`src/rtl/pkt_mem_ctrl.sv`:
```
// Packet buffer controller: writes one framed packet into a 2^AWIDTH-word RAM,
// captures its length, then sequences the readout under a ready handshake.
module pkt_mem_ctrl #(
   parameter int unsigned AWIDTH = 4
) (
   input  logic              clk_i,
   input  logic              srst_i,
   input  logic              val_i,
   input  logic              sop_i,
   input  logic              eop_i,
   input  logic              clr_i,
   input  logic              rd_ready_i,
   output logic              wren_o,
   output logic [AWIDTH-1:0] wraddr_o,
   output logic              rden_o,
   output logic [AWIDTH-1:0] rdaddr_o,
   output logic              rd_last_o,
   output logic              busy_o,
   output logic [AWIDTH:0]   pkt_len_o,
   output logic              ovf_o,
   output logic              err_o
);

   localparam logic [AWIDTH:0] DEPTH_C = {1'b1, {AWIDTH{1'b0}}};

   typedef enum logic [1:0] {
      IDLE  = 2'd0,
      WRITE = 2'd1,
      DROP  = 2'd2,
      READ  = 2'd3
   } state_e;

   state_e              state_q, state_d;
   logic [AWIDTH:0]     cnt_q, cnt_d;
   logic [AWIDTH-1:0]   rdaddr_q, rdaddr_d;
   logic [AWIDTH:0]     pkt_len_q, pkt_len_d;
   logic                busy_q;
   logic                ovf_q, ovf_d;
   logic                err_q, err_d;
   logic                restart;
   logic [AWIDTH:0]     len_m1;

   assign len_m1 = pkt_len_q - 1'b1;

   // A SOP inside a packet restarts at address 0 in the same cycle, so the
   // registered count is overridden for that one word.
   assign restart  = (state_q == WRITE) && val_i && sop_i && !clr_i;
   assign wraddr_o = restart ? '0 : cnt_q[AWIDTH-1:0];

   always_comb begin
      state_d   = state_q;
      cnt_d     = cnt_q;
      rdaddr_d  = rdaddr_q;
      pkt_len_d = pkt_len_q;
      ovf_d     = 1'b0;
      err_d     = 1'b0;
      wren_o    = 1'b0;
      rden_o    = 1'b0;
      rd_last_o = 1'b0;

      if (clr_i) begin
         state_d  = IDLE;
         cnt_d    = '0;
         rdaddr_d = '0;
      end else begin
         case (state_q)
            IDLE: begin
               if (val_i && sop_i) begin
                  wren_o = 1'b1;
                  cnt_d  = {{AWIDTH{1'b0}}, 1'b1};
                  if (eop_i) begin
                     pkt_len_d = {{AWIDTH{1'b0}}, 1'b1};
                     state_d   = READ;
                  end else begin
                     state_d = WRITE;
                  end
               end
            end
            WRITE: begin
               if (val_i) begin
                  if (sop_i) begin
                     err_d  = 1'b1;
                     wren_o = 1'b1;
                     cnt_d  = {{AWIDTH{1'b0}}, 1'b1};
                  end else if (cnt_q == DEPTH_C) begin
                     ovf_d = 1'b1;
                     if (eop_i) begin
                        state_d = IDLE;
                        cnt_d   = '0;
                     end else begin
                        state_d = DROP;
                     end
                  end else begin
                     wren_o = 1'b1;
                     cnt_d  = cnt_q + 1'b1;
                     if (eop_i) begin
                        pkt_len_d = cnt_q + 1'b1;
                        state_d   = READ;
                     end
                  end
               end
            end
            DROP: begin
               if (val_i && eop_i) begin
                  state_d = IDLE;
                  cnt_d   = '0;
               end
            end
            READ: begin
               rden_o    = rd_ready_i;
               rd_last_o = (rdaddr_q == len_m1[AWIDTH-1:0]);
               if (rd_ready_i) begin
                  if (rd_last_o) begin
                     rdaddr_d = '0;
                     cnt_d    = '0;
                     state_d  = IDLE;
                  end else begin
                     rdaddr_d = rdaddr_q + 1'b1;
                  end
               end
            end
            default: state_d = IDLE;
         endcase
      end
   end

   always_ff @(posedge clk_i) begin
      if (srst_i) begin
         state_q   <= IDLE;
         cnt_q     <= '0;
         rdaddr_q  <= '0;
         pkt_len_q <= '0;
         busy_q    <= 1'b0;
         ovf_q     <= 1'b0;
         err_q     <= 1'b0;
      end else begin
         state_q   <= state_d;
         cnt_q     <= cnt_d;
         rdaddr_q  <= rdaddr_d;
         pkt_len_q <= pkt_len_d;
         busy_q    <= (state_d == READ);
         ovf_q     <= ovf_d;
         err_q     <= err_d;
      end
   end

   assign rdaddr_o  = rdaddr_q;
   assign busy_o    = busy_q;
   assign pkt_len_o = pkt_len_q;
   assign ovf_o     = ovf_q;
   assign err_o     = err_q;

endmodule

```
`config.mk`:
```
export PLATFORM = sky130hd
export DESIGN_NAME = pkt_mem_ctrl
export DESIGN_NICKNAME = d
export VERILOG_FILES = /design/src/rtl/pkt_mem_ctrl.sv
export SDC_FILE = /design/constraint.sdc
export NUM_CORES = 1
export LEC_CHECK = 0
export CAP_MARGIN = 20
export CELL_PAD_IN_SITES_DETAIL_PLACEMENT = 0
export CELL_PAD_IN_SITES_GLOBAL_PLACEMENT = 1
export CORE_ASPECT_RATIO = 0.8
export CORE_UTILIZATION = 32
export DETAILED_ROUTE_END_ITERATION = 8
export PLACE_DENSITY_LB_ADDON = 0.1
export SYNTH_ARGS = -nofsm -noshare
export SYNTH_HDL_FRONTEND = slang
export SYNTH_SLANG_ARGS = --single-unit
export TNS_END_PERCENT = 50
```
`constraint.sdc`:
```
create_clock -name clk_i -period 1.9 [get_ports clk_i]
set_clock_uncertainty 0.1 [all_clocks]
set_input_delay 0.38 -clock clk_i [delete_from_list [all_inputs] [get_ports clk_i]]
set_output_delay 0.38 -clock clk_i [all_outputs]
set_load 0.1 [all_outputs]
```
==> summary.txt <==
Routing
  • Iteration-0 DRC count of the detailed router: 104
  • Highest routed layer: met4
  • Routed len/inst: 14.2 microns
  • Initial DRT Pass Iterations: 6
  • DRC Markers: 0
  • Met2 wire length: 1.73 mm
  • Met1 Wirelength: 1.73 mm
  • Final WL: 3.70 mm
  • Post-route antenna net violation count: 0
  • Post-DR vias/cell: 5.35
  • Via Count: 1,390
  • Met3 Wirelength: 200 microns

Synth
  • Ranking of synthesized cells by area: dfxtp_1 (31%), nand3_1 (5.4%), nor2_1 (5.3%)
  • Commonest cells in the netlist: dfxtp_1 (19), nor2_1 (17), nand3_1 (13)
  • Syn_area_per_cell: 8.15 sq um
  • Synthesized flop and latch total: 19
  • Syn_nets: 160
  • Top FF cell, synth: dfxtp_1
  • Post-synth ARST share: 0%
  • Synth Instances: 149
  • Cell taking the most area after synthesis: dfxtp_1
  • Post-synth top area share: 31.3%
  • Register area share after synthesis: 31.3%
  • Cell Area, Synth: 1210 sq um
  • YS warnings: 0
  • Most common cell in the netlist: dfxtp_1
  • Synth cell types: 43
  • Number of flops mapped to enable cells by yosys: 0

Global routing
  • Congestion Overflow GR: 0
  • Initial antenna violation count: 0
  • Largest net degree at the start of global routing: 12
  • Vias in the first global route: 1,343
  • Total Routing Usage GR: 19.8%
  • First-pass GRT wire length: 6.21 mm

Setup path
  • Critical path capture point type: output port
  • Beginning of the critical path: pkt_len_o[1]
  • CP Class: register to output port
  • CP cell instances: inv_2 > ha_4 > xnor2_2 > nor3_2 > nand2_2 > nor3_4 > buf_12
  • Critical R2R Capture: cnt_q[2]
  • CP max FO: 2
  • Worst path required time: 1.42 ns
  • Critical R2R Launch: cnt_q[1]
  • CP startpoint kind: register
  • Reg2Reg Depth: 7
  • Crit path arrival time: 1.73 ns
  • Worst path bufs/invs: 2
  • CP top delay family: simple AND/OR/NAND/NOR gates
  • Reg-to-reg slack, setup: 0.07 ns
  • Crit-path slowest cell: dfxtp_4
  • CP peak stage delay: 0.35 ns

Worst hold path
  • Min-delay src: rdaddr_o[0]
  • Hold Crit Class: register to register
  • Min-Delay Endpoint: rdaddr_o[0]
  • Hold Path Depth: 2

Timing
  • Max Fclk: 0.452 GHz
  • Minimum clock period: 2.21 ns
  • Tcrit/Tclk final: 116%
  • RSZ-0062 raised after global routing: true
  • Max_slew headroom: 81.9%
  • Max-slew violation count: 0
  • Fin. Hold Viols: 0
  • Min setup slack post-route: -0.313 ns
  • Worst slew pin tran: 0.268 ns
  • Setup Viol. Count Final: 1
  • Final hold slack: 0.421 ns
  • Fin Setup TNS: -0.313 ns

Pwr
  • PwrDens: 385 nW/um^2
  • Max rail drop VDD: 0.464 mV
  • Tot Pwr: 0.880 mW
  • Leakage power: 0.894 nW

Die
  • Die area: 4050 sq um
  • Initial Util: 34.5%
  • Die span in y: 57.1 microns
  • Die Wd: 70.9 microns
  • Ports: 26
  • Placement Rows: 19
  • Core ar.: 3520 sq um

CTS
  • CTS tree: built
  • Max H-tree Level: 1
  • Clock-pin slew on the worst setup and hold paths: 0.08 ns
  • Clock root buffer: clkbuf_8
  • CTS Buf Count: 3
  • Clk sinks: 19
  • Bufs on Longest Clock Path: 2
  • Clk_lat worst skew: 0.26 ns

Final layout
  • Final nets: 230
  • P&R area growth vs syn: 88.1%
  • Diode count: 0
  • Final Cell Area: 2280 sq um
  • Fraction of layout cells with a size suffix above 1: 52.3%

Place
  • DP Area: 2080 sq um
  • Post-DP HPWL: 2.82 mm
  • GPL Wtd Cong: 0.803
  • Port-buffer cells: 25

Job
  • Max Cap Viol: 0

Outcome
  • Failing checks: setup timing
  • Status: complete, but fails checks
area by class of cell:
| cell class | count | area [sq um] |
|---|---|---|
| clock buffer | 3 | 41.3 |
| clock inverter | 1 | 5.00 |
| fill | 279 | 1230 |
| inverter | 7 | 26.3 |
| multi-input combinational | 117 | 962 |
| sequential | 19 | 405 |
| tap | 42 | 52.6 |
| timing repair buffer | 71 | 792 |
layer usage:
metal	track usage [%]	vias to the layer above
met3	4.77	8
met5	0	-
li1	-	675
met1	26.2	656
met4	5.43	0
met2	32.6	51
metrics by stage:
step	cells	utilization (%)	setup slack, ns
floorplan	149	-	-0.861
global placement	252	59.1	-0.255
detailed placement	252	59.1	-0.301
CTS	258	62.6	-0.317
global route	260	64.9	-0.421
finish	260	64.9	-0.313
worst register-to-register path, cell delays in order (launching register included):
cell	delay, ns
dfxtp_2	0.33
buf_4	0.12
buf_4	0.13
ha_1	0.23
or4_1	0.52
nand3_1	0.11
o2111ai_2	0.12
o41ai_2	0.06
where the power goes:
part	total, mW	internal [mW]	switching (mW)
combinational	0.188	0.0862	0.102
sequential	0.401	0.396	0.00468
clock	0.291	0.146	0.145
worst max path at each step:
stage             endpoint  slack (ns)  cells after the start
2_1_floorplan    rd_last_o       -0.86                      4
3_3_place_gp   wraddr_o[2]       -0.25                      6
3_5_place_dp   wraddr_o[2]       -0.30                      6
4_1_cts          rd_last_o       -0.32                      7
5_1_grt          rd_last_o       -0.42                      7
6_report         rd_last_o       -0.31                      7
placed cells by master, fill, tap and decap left out, drive strengths merged, types with 3 or more instances in the layout:
master / instances
buf: 65
dfxtp: 19
nor2: 17
nand3: 14
nand2: 12
a21oi: 10
o21ai: 8
inv: 7
nor3: 6
xnor2: 5
nand2b: 4
nor2b: 4
ha: 4
xor2: 3
mux2i: 3
clkbuf: 3
dlygate4sd2: 3
o41ai: 3
state kept, by name (all words and copies together) (netlist names):
name,cells
ovf_o,1
busy_o,1
state_q,2
rdaddr_o,4
cnt_q,5
pkt_len_o,5
err_o,1
cell families after synthesis:
family                   count (synthesis)  share of synthesized area [%]
flip-flops                              19                           31.3
adder cells (fa/ha/maj)                  4                           4.12
XOR/XNOR                                 9                           7.72
buffers and inverters                   13                           4.74
multiplexers                             3                           2.47
AND/OR/NAND/NOR                         70                           31.3
AO/OA/AOI/OAI                           31                           18.3
repair_timing:
action | CTS | global route
resized for setup | 19 | 13
buffers inserted | 2 | 2
setup endpoints to repair | 12 | 14
pin swaps | 9 | 4
hold endpoints to repair | 0 | 0
hold buffers | 0 | 0
No activity file was read; power rests on OpenSTA's default activity.
